## src/rtl/digit_mult_accum.sv

```systemverilog
// rtl/digit_mult_accum.sv - 4x4 unsigned multiplier built from 2-bit digit partial products
//
// Multiplies two 4-bit operands, each presented as two 2-bit digits, by
// accumulating the four digit products over four CALC cycles.
//
// Ports:
//   clk      rising-edge clock
//   rst      asynchronous active-high reset
//   start    begin a multiplication (sampled only in IDLE)
//   a_hi     operand A bits [3:2]
//   a_lo     operand A bits [1:0]
//   b_hi     operand B bits [3:2]
//   b_lo     operand B bits [1:0]
//   busy     high in CALC and DONE (decoded from state)
//   done     one-cycle completion pulse (high only in DONE)
//   product  registered 8-bit result, held until the next completion
module digit_mult_accum (
  input  logic       clk,
  input  logic       rst,
  input  logic       start,
  input  logic [1:0] a_hi,
  input  logic [1:0] a_lo,
  input  logic [1:0] b_hi,
  input  logic [1:0] b_lo,
  output logic       busy,
  output logic       done,
  output logic [7:0] product
);

  typedef enum logic [1:0] {
    IDLE = 2'd0,
    CALC = 2'd1,
    DONE = 2'd2
  } state_t;

  state_t     state;
  logic [1:0] step;
  logic [7:0] acc;

  // Operand digits captured on the start edge so later input changes
  // cannot disturb the multiplication in progress.
  logic [1:0] cap_a_hi;
  logic [1:0] cap_a_lo;
  logic [1:0] cap_b_hi;
  logic [1:0] cap_b_lo;

  logic [1:0] a_dig;
  logic [1:0] b_dig;
  logic [3:0] pp;
  logic [2:0] shamt;
  logic [7:0] pp_shifted;
  logic [7:0] sum;

  // step[1] selects the A digit, step[0] the B digit, giving the order
  // lo*lo, lo*hi, hi*lo, hi*hi. The shift is 2*(i+j): 0, 2, 2, 4.
  always_comb begin
    a_dig      = step[1] ? cap_a_hi : cap_a_lo;
    b_dig      = step[0] ? cap_b_hi : cap_b_lo;
    pp         = {2'b00, a_dig} * {2'b00, b_dig};
    shamt      = {step[1] & step[0], step[1] ^ step[0], 1'b0};
    pp_shifted = {4'b0000, pp} << shamt;
    sum        = acc + pp_shifted;
  end

  assign busy = (state != IDLE);

  always_ff @(posedge clk or posedge rst) begin
    if (rst) begin
      state    <= IDLE;
      step     <= 2'd0;
      acc      <= 8'd0;
      product  <= 8'd0;
      done     <= 1'b0;
      cap_a_hi <= 2'd0;
      cap_a_lo <= 2'd0;
      cap_b_hi <= 2'd0;
      cap_b_lo <= 2'd0;
    end else begin
      case (state)
        IDLE: begin
          done <= 1'b0;
          if (start) begin
            cap_a_hi <= a_hi;
            cap_a_lo <= a_lo;
            cap_b_hi <= b_hi;
            cap_b_lo <= b_lo;
            acc      <= 8'd0;
            step     <= 2'd0;
            state    <= CALC;
          end
        end
        CALC: begin
          acc  <= sum;
          step <= step + 2'd1;
          if (step == 2'd3) begin
            // Final partial product goes straight into the result register.
            product <= sum;
            done    <= 1'b1;
            state   <= DONE;
          end
        end
        DONE: begin
          done  <= 1'b0;
          state <= IDLE;
        end
        default: begin
          done  <= 1'b0;
          state <= IDLE;
        end
      endcase
    end
  end

endmodule

```

## config.mk

```make
export PLATFORM = sky130hd
export DESIGN_NAME = digit_mult_accum
export DESIGN_NICKNAME = d
export VERILOG_FILES = /design/src/rtl/digit_mult_accum.sv
export SDC_FILE = /design/constraint.sdc
export NUM_CORES = 1
export LEC_CHECK = 0
export ABC_AREA = 1
export BUFFER_PORTS_ARGS = -buffer_cell sky130_fd_sc_hd__buf_2
export CAP_MARGIN = 15
export CORE_UTILIZATION = 50
export CTS_CLUSTER_SIZE = 16
export DETAILED_ROUTE_END_ITERATION = 8
export GPL_TIMING_DRIVEN = 0
export HOLD_SLACK_MARGIN = 0.15
export PLACE_DENSITY_LB_ADDON = 0.3
export SYNTH_ARGS = -nofsm -noshare
export SYNTH_HDL_FRONTEND = slang
export SYNTH_SLANG_ARGS = --single-unit
```

## constraint.sdc

```tcl
create_clock -name clk -period 2.9 [get_ports clk]
set_input_delay 0.87 -clock clk [delete_from_list [all_inputs] [get_ports clk]]
set_output_delay 0.87 -clock clk [all_outputs]
set_load 0.01 [all_outputs]
```

**After elaboration in Yosys (flattened, before gate mapping)**

Index checks and enable logic that the tools add are counted.

- Logic and storage cells: 37
- Flip-flop bits (word level): 29
- Output and inout port bits: 10

- Shifts and indexed selects: 1
- Eq/ne operators: 4
- Multiply operators: 1
- Reduce and logical (&&, ||, !) cells: 7
- Mux-type cells: 11
- Add/sub/neg operators: 2
- Bitwise gates (word level): 2

Operators with widths:

| operator | number |
|---|---|
| $pmux 8 s2 | 1 |
| $mux 2 | 5 |
| $add 8x8->8 | 1 |
| $mux 8 | 1 |
| $pmux 2 s2 | 2 |
| $reduce_and 2->1 | 4 |
| $shl 4x3->8 | 1 |
| $mul 2x2->4 | 1 |
| $ne 2x2->1 const B | 2 |
| $reduce_bool 2->1 | 2 |
| $add 2x1->2 const B | 1 |
| $eq 2x1->1 const B | 1 |
| $eq 2x2->1 const B | 1 |
| $logic_not 2->1 | 1 |
| $mux 1 | 2 |
| $and 1x1->1 | 1 |
| $xor 1x1->1 | 1 |

**Logic depth before layout (Yosys ltp)**

- Word-level depth: 5
- Gate-level depth with buffers: 20

**Worst setup path before layout**

No wires, ideal clock.

- Path type: register to register
- Start point: register step[1]
- End point: register acc[7]
- Period minus slack after synthesis: 2.433 ns
- Path buffers: 0
- Arrival: 2.315 ns
- Setup slack: 0.467 ns
- Data required time: 2.783 ns
- Stages on the path, launching flop included: 14
- Path through: dfrtp_1 -> o21ai_0 -> nor2_1 -> ha_1 -> ha_1 -> o21ai_0 -> nor2_1 -> ha_1 -> a21oi_1 -> nand2_1 -> a21oi_1 -> nand2_1 -> nand3_1 -> nand2_1

- Longest elaborated chain between the ends: 5

RTL lines:

| item | line | source |
|---|---|---|
| from (decl) | 37 | `logic [1:0] step;` |
| from (signal assigned) | 94 | `step <= step + 2'd1;` |
| $mux 2 | 57 | `a_dig = step[1] ? cap_a_hi : cap_a_lo;` |
| $mul 2x2->4 | 59 | `pp = {2'b00, a_dig} * {2'b00, b_dig};` |
| $shl 4x3->8 * | 61 | `pp_shifted = {4'b0000, pp} << shamt;` |
| $add 8x8->8 * | 62 | `sum = acc + pp_shifted;` |
| $pmux 8 s2 * | 79 | `case (state)` |
| to (signal assigned) | 93 | `acc <= sum;` |
| to (decl) | 38 | `logic [7:0] acc;` |

Every way passes the cells marked *; elsewhere a longest branch is shown, timed or not.
A chain may end at the register's enable or synchronous reset.

**Final worst setup path**

- Start point: register step[0]
- End point: register product[7]

- Longest elaborated chain between the ends: 4

RTL lines:

| item | line | source |
|---|---|---|
| $mux 2 | 58 | `b_dig = step[0] ? cap_b_hi : cap_b_lo;` |
| $mul 2x2->4 | 59 |  |
| $shl 4x3->8 | 61 |  |
| $add 8x8->8 | 62 |  |
| to (signal assigned) | 97 | `product <= sum;` |
| to (decl) | 27 | `output logic [7:0] product` |

Parallel ways exist; a longest one is shown, timed or not.

==> impl.org <==
** Run status
- The run finished with clean final reports.

** STA
- Count of final hold-check violations :: 0
- Setup repair after global routing missed its margin :: no
- Portion of the clock cycle consumed by the worst path in the final layout :: 0.909
- On the final layout, the worst clock skew is 0.00635 ns.
- Hold timing on the final database bottoms out at a slack of 0.476 ns.
- Slew margin rel. :: 0.599
- For the pin with the worst max-slew slack, the measured transition is 0.601 ns.
- Final Critical Period :: 2.64 ns
- Setup violations remaining at the end of the flow were counted as 0.
- Final slew viol count :: 0
- Setup TNS :: 0 ns
- Maximum operating frequency :: 0.379 GHz

** GRT
- The number of antenna violations at the first check in global routing was 0.
- Entering global routing, the biggest net connects 30 pins.
- First-pass GRT wire length :: 5060 um
- The via count of the first global-routing pass is 1148.
- Combined global-route utilization of all metal layers :: 0.200
- Summed over all layers, the global routing overflow is 0.

** Floorplan
- Die ar. :: 3520 um^2
- 21 I/O pins were placed.
- Floorplan core area :: between 3000 and 4000 um^2
- For this configuration, the core starts out at a cell density of 0.535.
- From left edge to right edge, the die measures about 59 um.
- Row generation in the floorplan step produced 20 rows.
- In this run the vertical extent of the chip is roughly 60 um.

** Synth
- Library cell occupying the most area in the post-synthesis netlist :: sky130_fd_sc_hd__dfrtp_1
- Synth Net Count :: between 200 and 250
- Among all cell types in the netlist, the one instantiated most often is sky130_fd_sc_hd__nand2_1.
- The synthesized netlist occupies a cell area of about 1600 um^2.
- Post-synth cell types :: 24
- Yosys mapped a number of flops with a built-in enable equal to 0.
- A synthesized cell averages 8.15 um^2.
- The commonest cells after synthesis are sky130_fd_sc_hd__nand2_1 (59), sky130_fd_sc_hd__dfrtp_1 (29), sky130_fd_sc_hd__inv_1 (26).
- Largest cells by area after synthesis :: sky130_fd_sc_hd__dfrtp_1 (44%), sky130_fd_sc_hd__nand2_1 (13%), sky130_fd_sc_hd__ha_1 (7.6%)
- Post-synth top flop :: sky130_fd_sc_hd__dfrtp_1
- For this run, the number of Yosys warnings is 0.
- The share of the Yosys chip area taken by registers is 0.441.
- Synthesis-stage register bit count :: 29
- Share of synthesized registers carrying an async set or reset :: 1.00
- Synthesis produced a netlist whose cell count is 202.
- Fraction of synthesized cell area taken by the top area cell type :: 0.441

** Final layout
- Final antenna diode count :: 0
- The sequential cells in the finished layout cover a total of 726 um^2.
- Area used by multi-input combinational logic :: slightly below 800 um^2
- In the final layout, the share of cells above drive strength 1 is 0.177.
- Fill cell instance count of the final layout :: 294
- Compared with the post-synthesis result, the final layout area differs by 14.1%.
- Nets :: 252

** Hold path
- The startpoint identified for the worst hold timing path is product[7]$_DFFE_PP0P_.
- Hold depth :: 2
- The worst hold path terminates at product[7]$_DFFE_PP0P_.
- Type of the tightest min-delay check :: reg -> reg

** Clocking
- Max clock buf depth :: 2
- Counting every sink on the clock net gives 29.
- In this run the number of H-tree levels came out at 2.
- Clock-pin slew on the worst setup and hold paths :: 0.09 ns
- TritonCTS clock tree :: done
- The number of clock buffers added by TritonCTS is 5.
- The tree is rooted in a sky130_fd_sc_hd__clkbuf_4.
- The clock reaches the later pin of the worst-skew pair after 0.32 ns.

** Detailed routing
- Number of search-and-repair iterations in the first detailed-routing pass :: 5
- Via count normalized by instance count :: ~4.9
- Violation count after the first detailed-route iteration :: 39
- Wirelength, routed :: about 3000 um
- Number of routed nets with antenna violations :: 0
- Via Count :: 1337
- Number of remaining DRC errors :: 0
- Wirelength per Cell :: 11.2 um

** Worst setup path
- At the worst endpoint, the arrival time is 2.86 ns.
- Worst Reg2Reg Path Length in Cells :: 13
- Critical register-to-register path startpoint :: step[0]$_DFFE_PP0P_
- Internal reg-to-reg setup slack :: roughly 0.26 ns
- Type of destination of the critical path :: flip-flop
- The worst setup path is launched from a flip-flop.
- Critical path data required time :: 3.13 ns
- The critical path in this run is classified as reg -> reg.
- In this run the critical register-to-register path is captured at product[7]$_DFFE_PP0P_.
- Of all nets on the critical path, the largest fanout is 7.

** Job
- Max Cap Violations :: 0

** Placed design
- Routability-driven placement finished with a final weighted congestion of ~0.83.
- The count of buffers added on input and output ports is 20.
- After legalization and detailed placement, the total HPWL measured between 2000 and 2500 um.
## layer usage
layer,GRT usage,wire (um)
met2,0.291,1360
met1,0.280,1540
met4,0.102,57
met5,0,0
met3,0.0459,115
## timing repair
| item | in CTS | in global routing |
|---|---|---|
| resized for setup | 0 | 3 |
| hold buffers | 0 | 0 |
| setup buffers | 0 | 0 |
| endpoints found under the setup margin | 0 | 9 |
| endpoints found under the hold margin | 0 | 0 |
## final cells by class
cell class	instances	area share
inverters	28	0.0573
multi-input cells	142	0.419
plain buffers	3	0.0140
repair buffers	21	0.0680
well taps	44	0.0293
clock buffers	8	0.0260
flip-flops and latches	29	0.387
## kinds of logic (layout without fill, tap and decap cells)
group	Yosys count	count (layout)	share of synthesized area
AOI/OAI and AO/OA	31	31	0.102
adders and majority gates	11	11	0.0882
xor gates and xnor gates	3	3	0.0160
buffers and inverters	31	60	0.0814
DFF	29	29	0.441
and+or+nand+nor	93	93	0.242
muxes	4	4	0.0297
## per-stage QoR
stage,instances,cell area [um^2],utilization,setup WS (ns)
after floorplan,202,1650,-,0.467
after global placement,266,1800,0.585,0.157
after detailed placement,266,1800,0.585,0.118
after CTS,274,1850,0.601,0.105
after global routing,275,1880,0.610,0.0665
final,275,1880,0.610,0.263
## layout by cell type (no fill, tap or decap)
cell type / n
sky130_fd_sc_hd__o21ai_2: 3
sky130_fd_sc_hd__o21ai_0: 10
sky130_fd_sc_hd__o22ai_1: 1
sky130_fd_sc_hd__nor2_8: 1
sky130_fd_sc_hd__buf_6: 2
sky130_fd_sc_hd__mux2_2: 3
sky130_fd_sc_hd__buf_2: 20
sky130_fd_sc_hd__inv_1: 26
sky130_fd_sc_hd__inv_2: 1
sky130_fd_sc_hd__or2_2: 1
sky130_fd_sc_hd__clkbuf_1: 4
sky130_fd_sc_hd__dfrtp_1: 29
sky130_fd_sc_hd__a21oi_1: 11
sky130_fd_sc_hd__buf_16: 1
sky130_fd_sc_hd__inv_4: 1
sky130_fd_sc_hd__nand2_2: 1
sky130_fd_sc_hd__nand3b_1: 2
sky130_fd_sc_hd__nand2_1: 59
sky130_fd_sc_hd__fa_1: 1
sky130_fd_sc_hd__xor2_1: 3
sky130_fd_sc_hd__ha_1: 10
sky130_fd_sc_hd__nand3_1: 10
sky130_fd_sc_hd__o21ai_1: 6
sky130_fd_sc_hd__mux2_4: 1
sky130_fd_sc_hd__clkbuf_4: 5
sky130_fd_sc_hd__nor2_1: 18
sky130_fd_sc_hd__nor2_4: 1
## worst max-delay path: stages, from the launching register on
cell and delay, ns:
sky130_fd_sc_hd__dfrtp_1 0.46, sky130_fd_sc_hd__o21ai_0 0.28, sky130_fd_sc_hd__nor2_1 0.07, sky130_fd_sc_hd__ha_1 0.20, sky130_fd_sc_hd__ha_1 0.28, sky130_fd_sc_hd__o21ai_1 0.18, sky130_fd_sc_hd__nor2_1 0.07, sky130_fd_sc_hd__ha_1 0.34
sky130_fd_sc_hd__a21oi_1 0.15, sky130_fd_sc_hd__nand2_1 0.14, sky130_fd_sc_hd__a21oi_1 0.16, sky130_fd_sc_hd__nand2_1 0.08, sky130_fd_sc_hd__nand3_1 0.07, sky130_fd_sc_hd__nand2_1 0.05
## flip-flops by register name, summed over array words and instances, names as in the netlist
| register | count |
|---|---|
| cap_a_hi | 2 |
| acc | 8 |
| cap_b_hi | 2 |
| cap_b_lo | 2 |
| state | 2 |
| done | 1 |
| product | 8 |
| cap_a_lo | 2 |
| step | 2 |
## how the worst max path moves through the flow
stage	to	slack, ns	startpoint
final	product[7]$_DFFE_PP0P_	0.26	step[0]$_DFFE_PP0P_
after CTS	product[7]$_DFFE_PP0P_	0.11	step[1]$_DFFE_PP0P_
after global placement	product[7]$_DFFE_PP0P_	0.16	step[1]$_DFFE_PP0P_
after detailed placement	product[7]$_DFFE_PP0P_	0.12	step[1]$_DFFE_PP0P_
after global routing	product[7]$_DFFE_PP0P_	0.07	step[0]$_DFFE_PP0P_
after floorplan	acc[7]$_DFFE_PP0P_	0.47	step[1]$_DFFE_PP0P_
Power is not shown: default switching activity piles up to over one toggle a cycle in this logic, so the estimate is an artifact.
